[config.mk]
export PLATFORM = sky130hd
export DESIGN_NAME = mem_stage
export DESIGN_NICKNAME = d
export VERILOG_FILES = /design/src/rtl/mem_stage_pkg.sv /design/src/rtl/mem_load_align.sv /design/src/rtl/mem_stage.sv
export SDC_FILE = /design/constraint.sdc
export NUM_CORES = 1
export LEC_CHECK = 0
export CORE_MARGIN = 2
export CORE_UTILIZATION = 25
export CTS_CLUSTER_DIAMETER = 80
export CTS_CLUSTER_SIZE = 10
export DETAILED_ROUTE_END_ITERATION = 8
export PLACE_DENSITY = 0.54
export SLEW_MARGIN = 20
export SYNTH_ARGS = -nofsm -noshare
export SYNTH_HDL_FRONTEND = slang
export SYNTH_SLANG_ARGS = --single-unit
[constraint.sdc]
create_clock -name clk -period 4.3 [get_ports clk]
set_input_delay 0.43 -clock clk [delete_from_list [all_inputs] [get_ports clk]]
set_output_delay 0.43 -clock clk [all_outputs]
set_load 0.01 [all_outputs]
[src/rtl/mem_stage_pkg.sv]
// mem_stage_pkg: bus widths, stall encoding and load opcodes shared by the ID/EX/MEM stages.
package mem_stage_pkg;
  localparam int EX_TO_MEM_WD = 83;
  localparam int MEM_TO_WB_WD = 70;
  localparam int MEM_TO_RF_WD = 38;
  localparam int STALL_BUS    = 6;
  localparam logic STOP    = 1'b1;
  localparam logic NO_STOP = 1'b0;
  typedef enum logic [2:0] {
    MEM_NONE = 3'b000,
    LD_W     = 3'b001,
    LD_B     = 3'b010,
    LD_BU    = 3'b011,
    LD_H     = 3'b100,
    LD_HU    = 3'b101
  } mem_op_e;
  typedef struct packed {
    logic [2:0]  mem_op;
    logic [3:0]  data_ram_sel;
    logic [31:0] ex_pc;
    logic        data_ram_en;
    logic [3:0]  data_ram_wen;
    logic        sel_rf_res;
    logic        rf_we;
    logic [4:0]  rf_waddr;
    logic [31:0] ex_result;
  } ex_mem_t;
endpackage

[src/rtl/mem_load_align.sv]
// mem_load_align: picks the addressed byte/halfword of a load word and sign- or zero-extends it.
module mem_load_align
  import mem_stage_pkg::*;
(
  input  logic [2:0]  mem_op,
  input  logic [1:0]  addr,
  input  logic [31:0] rdata,
  output logic [31:0] data
);
  logic [7:0]  w_byte;
  logic [15:0] w_half;
  assign w_byte = addr[1] ? (addr[0] ? rdata[31:24] : rdata[23:16])
                          : (addr[0] ? rdata[15:8]  : rdata[7:0]);
  assign w_half = addr[1] ? rdata[31:16] : rdata[15:0];
  // NONE and any unused code fall through to the full word
  always_comb
    data = (mem_op == LD_B)  ? {{24{w_byte[7]}}, w_byte}  :
           (mem_op == LD_BU) ? {24'd0, w_byte}            :
           (mem_op == LD_H)  ? {{16{w_half[15]}}, w_half} :
           (mem_op == LD_HU) ? {16'd0, w_half}            : rdata;
endmodule

[src/rtl/mem_stage.sv]
// mem_stage: EX/MEM pipeline register with stall-safe load data capture and WB/forwarding buses.
module mem_stage
  import mem_stage_pkg::*;
(
  input  logic                    clk,
  input  logic                    rst,
  input  logic [STALL_BUS-1:0]    stall,
  input  logic [EX_TO_MEM_WD-1:0] ex_to_mem_bus,
  input  logic [31:0]             data_sram_rdata,
  output logic [MEM_TO_WB_WD-1:0] mem_to_wb_bus,
  output logic [MEM_TO_RF_WD-1:0] mem_to_rf_bus
);
  ex_mem_t     r_bus;
  logic        r_first;
  logic [31:0] r_hold;
  logic        w_load;
  logic [31:0] w_rdata;
  logic [31:0] w_aligned;
  logic [31:0] w_wdata;
  always_ff @(posedge clk) begin
    if (rst) begin
      r_bus   <= '0;
      r_first <= 1'b0;
      r_hold  <= '0;
    end else begin
      if (stall[3] == NO_STOP) r_bus <= ex_to_mem_bus;
      else if (stall[4] == NO_STOP) r_bus <= '0;
      r_first <= (stall[3] == NO_STOP);
      if (r_first) r_hold <= data_sram_rdata;
    end
  end
  // SRAM data is only valid in the first MEM cycle; afterwards the captured copy is used
  assign w_rdata = r_first ? data_sram_rdata : r_hold;
  assign w_load  = r_bus.data_ram_en && (r_bus.data_ram_wen == 4'd0) && r_bus.sel_rf_res;
  mem_load_align u_align (
    .mem_op (r_bus.mem_op),
    .addr   (r_bus.ex_result[1:0]),
    .rdata  (w_rdata),
    .data   (w_aligned)
  );
  assign w_wdata       = w_load ? w_aligned : r_bus.ex_result;
  assign mem_to_wb_bus = {r_bus.ex_pc, r_bus.rf_we, r_bus.rf_waddr, w_wdata};
  assign mem_to_rf_bus = mem_to_wb_bus[MEM_TO_RF_WD-1:0];
endmodule

==> flow_summary_export.csv, run 1 <==
group,metric,value,unit
outcome,run_status,"completed",
sta,worst_clock_skew,8.51,ps
synthesis,netlist_instances,548,
worst_setup_path,worst_r2r_path_cells,3,
cts,post_cts_sizing,0,
die,fp.coreArea,22500,um^2
synthesis,synth_async_sr_flop_share,0,
cts,clock_insertion_delay_worst_skew,360,ps
sta,grt_setup_unrepaired,"false",
cells_and_area,nNetsFinal,795,
cells_and_area,finish.utilization,0.354,
place,dp_cells,946,
sta,hold_viol_final,0,
sta,fmax,268,MHz
place,place_congestion,0.769,
sta,setup_total_negative_slack,0,ps
global_route,grt_antenna_before_repair,0,
place,postPlaceCellArea,7610,um^2
cts,cts-root-buf,"clkbuf_16",
detailed_routing,wl_per_cell,18.1,um
worst_setup_path,crit_required,3870,ps
cells_and_area,nFillCells,2309,
place,place_ws,875,ps
sta,finalWorstSetupSlack,572,ps
cells_and_area,area.sequential,2240,um^2
worst_setup_path,timing.critical_path.buf_inv,1,
worst_setup_path,critical_path.reg2reg.startpoint,"r_first",
cells_and_area,post_route_cells_drive_above_1_share,0.121,
synthesis,syn-mean-instance-area,10.4,um^2
global_route,first_global_vias,4472,
worst_setup_path,r2r_slack,2770,ps
global_route,groute.usage.overall,0.145,
synthesis,synthFlopType,"dfxtp_1",
synthesis,synth_warn,0,
synthesis,ys_seq_elements,112,
cts,cts.htree.levels,3,
sta,drv_slew,0,
detailed_routing,final_wirelength,17400,um
sta,post-route-min-period,3730,ps
detailed_routing,num_vias,4506,
detailed_routing,drcViolationCount,0,
synthesis,post_synth_num_cell_types,40,
sta,setup_viol,0,
worst_setup_path,worst_path_dominant_cell_family,"flip-flops",
worst_setup_path,reg2reg_to,"r_hold[27]",
worst_setup_path,start_kind,"flip-flop",
cts,cts.sink_count,112,
power_and_ir_drop,cell_leakage_power,2.87,nW
die,cell_rows,55,
power_and_ir_drop,worst_ir_drop_vdd,0.164,mV
worst_hold_path,worst_hold_path.num_cells,1,
synthesis,synth-edff-count,0,
cts,clock_path_buffers,2,
detailed_routing,detailedRoute.firstIterationViolations,145,
cts,cts_tree,"yes",
cells_and_area,postLayoutCellArea,7960,um^2
die,top_level_i_o_count,231,
worst_setup_path,crit_slowest_cell,"dfxtp_1",
place,buffers_on_ports,222,
worst_setup_path,arrival,3300,ps
cts,clkSlewWorstSetupHoldPaths,80,ps
cells_and_area,layout-area-overhead-vs-synth,40.0,%
cells_and_area,multi_input_area,2670,um^2
worst_setup_path,worst-setup-path-type,"flip-flop to output port",
worst_setup_path,crit_path_max_incr_delay,740,ps
cells_and_area,layout.cells.most_common_list,"clkdlybuf4s50_1, dfxtp_1, a22o_1, nor2_1, nand2_1",
detailed_routing,routed_via_density,4.68,
worst_setup_path,critPathMaxFanout,19,
synthesis,syn_nets,671,
sta,finalCritPeriodShare,0.867,
die,fp.dieArea,24000,um^2
worst_setup_path,crit_path_cell_trace,"nand3b_1, mux4_2, a221oi_1, nor2_1, clkdlybuf4s50_1",
cts,cts.hold.buffers_added,0,
worst_hold_path,hold_path.class,"flip-flop to flip-flop",
die,floorplan.die.height,155,um
detailed_routing,route.antenna.remaining_nets,0,
global_route,grt_first_pass_wirelength,26500,um
die,initial_utilization,0.253,
sta,slew_at_the_pin_with_the_worst_max_slew_slack,803,ps
cts,cts_setup_buffers,0,
power_and_ir_drop,cellPowerDensity,324,nW/um^2
cells_and_area,final_common_cell,"clkdlybuf4s50_1",
cells_and_area,antenna_cells_inserted,0,
worst_setup_path,setup.worst_path.end_class,"output port",
worst_hold_path,holdCritStartpoint,"r_bus[43]",
detailed_routing,drtPass1Iterations,4,
synthesis,synth.cell_area,5680,um^2
place,dp_hpwl,12700,um
synthesis,synth-seq-area-share,0.395,
global_route,grt_start_max_net_pins,50,
die,chipWidth,155,um
global_route,total_congestion_overflow,0,
worst_hold_path,hold_path_end,"r_bus[43]",
sta,worst_slew_margin_rel,0.463,
job,number_of_violations_of_the_max_capacitance_limit,0,
cells_and_area,fin_cells,962,
cts,tritoncts.num_buffers,9,
==> flip-flops by register name, summed over array words and instances (netlist names) <==
signal         count
r_bus             41
r_first            1
mem_to_wb_bus     32
r_hold            32
mem_to_rf_bus      6
==> metal layers <==
| layer | global-route usage | wire length [um] | vias to the layer above |
|---|---|---|---|
| met5 | 0 | 0 | - |
| met4 | 0.0331 | 167 | 0 |
| met3 | 0.0499 | 1380 | 12 |
| met2 | 0.243 | 8270 | 177 |
| met1 | 0.181 | 7610 | 2133 |
| li1 | - | - | 2184 |
==> cell usage after synthesis, types with 2 or more instances <==
library cell	number	area (um^2)
dfxtp_1	112	2240
a22o_1	84	736
buf_4	78	586
o211ai_1	6	45.0
a31oi_4	11	234
a22oi_1	2	15.0
buf_2	10	50.1
nand3_1	3	15.0
nand2_1	22	82.6
nor2_1	53	199
nor2b_1	17	106
clkbuf_1	28	105
and3b_1	2	17.5
nand2b_1	3	18.8
nor3b_1	3	22.5
buf_1	4	15.0
mux2_2	15	169
mux4_2	20	450
a31oi_1	12	75.1
nand3b_1	3	22.5
o21ai_0	2	10.0
mux2i_1	20	200
nor3_1	3	15.0
a221oi_1	2	17.5
a21oi_1	18	90.1
==> kinds of logic (layout without fill, tap and decap cells) <==
| kind of cell | Yosys count | in the layout | synth area share |
|---|---|---|---|
| xor+xnor | 1 | 1 | 0.00154 |
| compound gates | 142 | 142 | 0.222 |
| buf+inv | 123 | 252 | 0.139 |
| mux | 55 | 55 | 0.144 |
| flops | 112 | 112 | 0.395 |
| simple gates | 115 | 115 | 0.0984 |
==> final cells by class <==
cell class	instances	share of cell area
Multi-Input combinational cell	313	0.336
Timing Repair Buffer	235	0.295
Sequential cell	112	0.282
Tap cell	285	0.0448
Clock buffer	9	0.0283
Clock inverter	7	0.0137
Inverter	1	0.000472
==> report_power, final <==
group	internal [W]	total [W]	switching, W
registers	0.00109	0.00112	0.0000345
clock network	0.000527	0.000961	0.000434
logic	0.000292	0.000496	0.000203
==> worst max-delay path by stage <==
stage                                   start                end  slack (ps)  depth (start not counted)
after floorplan                       r_first  mem_to_wb_bus[26]        2040                          7
after global routing                r_bus[82]   mem_to_wb_bus[7]         290                          5
after global placement    data_sram_rdata[15]  mem_to_rf_bus[15]         860                          6
final                               r_bus[82]   mem_to_rf_bus[7]         570                          5
after CTS                            r_bus[1]   mem_to_rf_bus[7]         500                          5
after detailed placement  data_sram_rdata[15]  mem_to_rf_bus[15]         880                          6
==> per-stage QoR <==
stage | total power, W | hold slack [ps]
2_1_floorplan | 0.00142 | 434
3_3_place_gp | 0.00164 | 455
3_5_place_dp | 0.00165 | 457
4_1_cts | 0.00264 | 479
5_1_grt | 0.00271 | 492
6_report | 0.00258 | 473
==> worst reg2reg max path, stage by stage, from the launching register on <==
cell     delay (ps)
dfxtp_2         440
buf_4           410
mux2_2          430
nor2b_1         130
(Power assumes the default switching activity.)
==> run 2, diff against run 1 <==
- DONT_BUFFER_PORTS: unset -> 1
- PLACE_DENSITY: 0.54 -> 0.41
- SLEW_MARGIN: 20 -> 0
==> flow_summary_export.csv, run 2 (synthesis gave the netlist of run 1 again) <==
group,metric,value,unit
outcome,run_status,"completed",
worst_setup_path,worst_r2r_path_cells,3,
place,place_congestion,0.771,
die,top_level_i_o_count,231,
cts,tritoncts.num_buffers,9,
global_route,groute.usage.overall,0.130,
worst_setup_path,crit_required,3870,ps
place,dp_cells,723,
die,initial_utilization,0.253,
worst_setup_path,critical_path.reg2reg.startpoint,"r_first",
job,number_of_violations_of_the_max_capacitance_limit,0,
place,postPlaceCellArea,5360,um^2
cells_and_area,layout-area-overhead-vs-synth,-0.616,%
die,cell_rows,55,
sta,finalCritPeriodShare,0.754,
worst_setup_path,start_kind,"flip-flop",
sta,setup_viol,0,
die,fp.coreArea,22500,um^2
die,chipWidth,155,um
worst_setup_path,r2r_slack,2410,ps
cells_and_area,post_route_cells_drive_above_1_share,0.174,
cells_and_area,nFillCells,2355,
cells_and_area,postLayoutCellArea,5650,um^2
sta,setup_total_negative_slack,0,ps
sta,post-route-min-period,3240,ps
global_route,total_congestion_overflow,0,
cts,post_cts_sizing,0,
die,floorplan.die.height,155,um
cells_and_area,layout.cells.most_common_list,"dfxtp_1, a22o_1, nor2_1, nand2_1",
cts,cts.sink_count,112,
worst_setup_path,setup.worst_path.end_class,"output port",
detailed_routing,drcViolationCount,0,
sta,grt_setup_unrepaired,"false",
worst_hold_path,hold_path.class,"input port to flip-flop",
cts,cts-root-buf,"clkbuf_16",
sta,slew_at_the_pin_with_the_worst_max_slew_slack,854,ps
detailed_routing,drtPass1Iterations,5,
sta,drv_slew,0,
sta,worst_clock_skew,5.40,ps
detailed_routing,num_vias,3696,
cts,cts_setup_buffers,0,
place,buffers_on_ports,0,
cells_and_area,fin_cells,739,
power_and_ir_drop,cell_leakage_power,2.00,nW
die,fp.dieArea,24000,um^2
cts,clock_insertion_delay_worst_skew,360,ps
cells_and_area,nNetsFinal,572,
cts,cts_tree,"yes",
detailed_routing,detailedRoute.firstIterationViolations,159,
cells_and_area,regMostFlops,"r_bus",
place,dp_hpwl,11300,um
worst_setup_path,worst-setup-path-type,"flip-flop to output port",
cells_and_area,antenna_cells_inserted,0,
global_route,first_global_vias,3799,
worst_hold_path,holdCritStartpoint,"rst",
detailed_routing,wl_per_cell,21.2,um
global_route,grt_start_max_net_pins,81,
cells_and_area,final_common_cell,"dfxtp_1",
cts,cts.htree.levels,3,
worst_hold_path,hold_path_end,"r_hold[31]",
worst_setup_path,reg2reg_to,"r_hold[27]",
cts,clock_path_buffers,2,
detailed_routing,final_wirelength,15700,um
worst_setup_path,arrival,2810,ps
global_route,grt_antenna_before_repair,0,
power_and_ir_drop,cellPowerDensity,394,nW/um^2
detailed_routing,routed_via_density,5.00,
cts,cts.hold.buffers_added,0,
sta,fmax,308,MHz
sta,worst_slew_margin_rel,0.430,
power_and_ir_drop,worst_ir_drop_vdd,0.156,mV
global_route,grt_first_pass_wirelength,23200,um
cts,clkSlewWorstSetupHoldPaths,80,ps
worst_setup_path,critPathMaxFanout,41,
worst_hold_path,worst_hold_path.num_cells,1,
cells_and_area,largest_register_ff_count,41,
detailed_routing,route.antenna.remaining_nets,0,
sta,hold_viol_final,0,
## run 2: worst max-delay path, cell delays in order (launching register included)
cell	delay, ps
dfxtp_2	570
buf_4	590
mux4_2	570
a22o_1	230
a21oi_1	210
a21oi_1	250
## run 2: cell type report
class                           count  area, um^2  area share
Tap cell                          285         357      0.0631
Timing Repair Buffer               12        90.1      0.0160
Inverter                            1        3.75    0.000665
Clock buffer                       10         229      0.0405
Sequential cell                   112        2240       0.397
Multi-Input combinational cell    313        2670       0.472
Clock inverter                      6        58.8      0.0104
## run 2: per-stage QoR
step	total power, W	util	hold WS (ps)	worst slack, ps
finish	0.00223	0.251	148	1060
detailed placement	0.00143	0.238	459	1410
CTS	0.00228	0.251	127	996
floorplan	0.00142	-	434	2040
global placement	0.00142	0.238	452	1410
global route	0.00235	0.251	124	797
## run 2: per-layer routing
| metal | up-vias | track usage | wire (um) |
|---|---|---|---|
| met5 | - | 0 | 0 |
| met4 | 0 | 0.0428 | 268 |
| met3 | 17 | 0.0622 | 1650 |
| met2 | 187 | 0.221 | 7700 |
| met1 | 1753 | 0.144 | 6040 |
| li1 | 1739 | - | - |
## run 2: how the worst max path moves through the flow
stage	from	to	depth (start not counted)
6_report	r_first	mem_to_wb_bus[3]	5
5_1_grt	r_bus[39]	mem_to_rf_bus[16]	5
4_1_cts	r_bus[39]	mem_to_rf_bus[16]	5
3_5_place_dp	r_bus[39]	mem_to_rf_bus[16]	5
3_3_place_gp	r_bus[81]	mem_to_rf_bus[7]	5
2_1_floorplan	r_first	mem_to_wb_bus[26]	7
## run 2: power by group
group / total [W] / switching [W] / internal, W
clock: 0.000830 / 0.000422 / 0.000408
combinational: 0.000260 / 0.000147 / 0.000113
sequential: 0.00114 / 0.0000495 / 0.00109
total: 0.00223 / 0.000618 / 0.00161
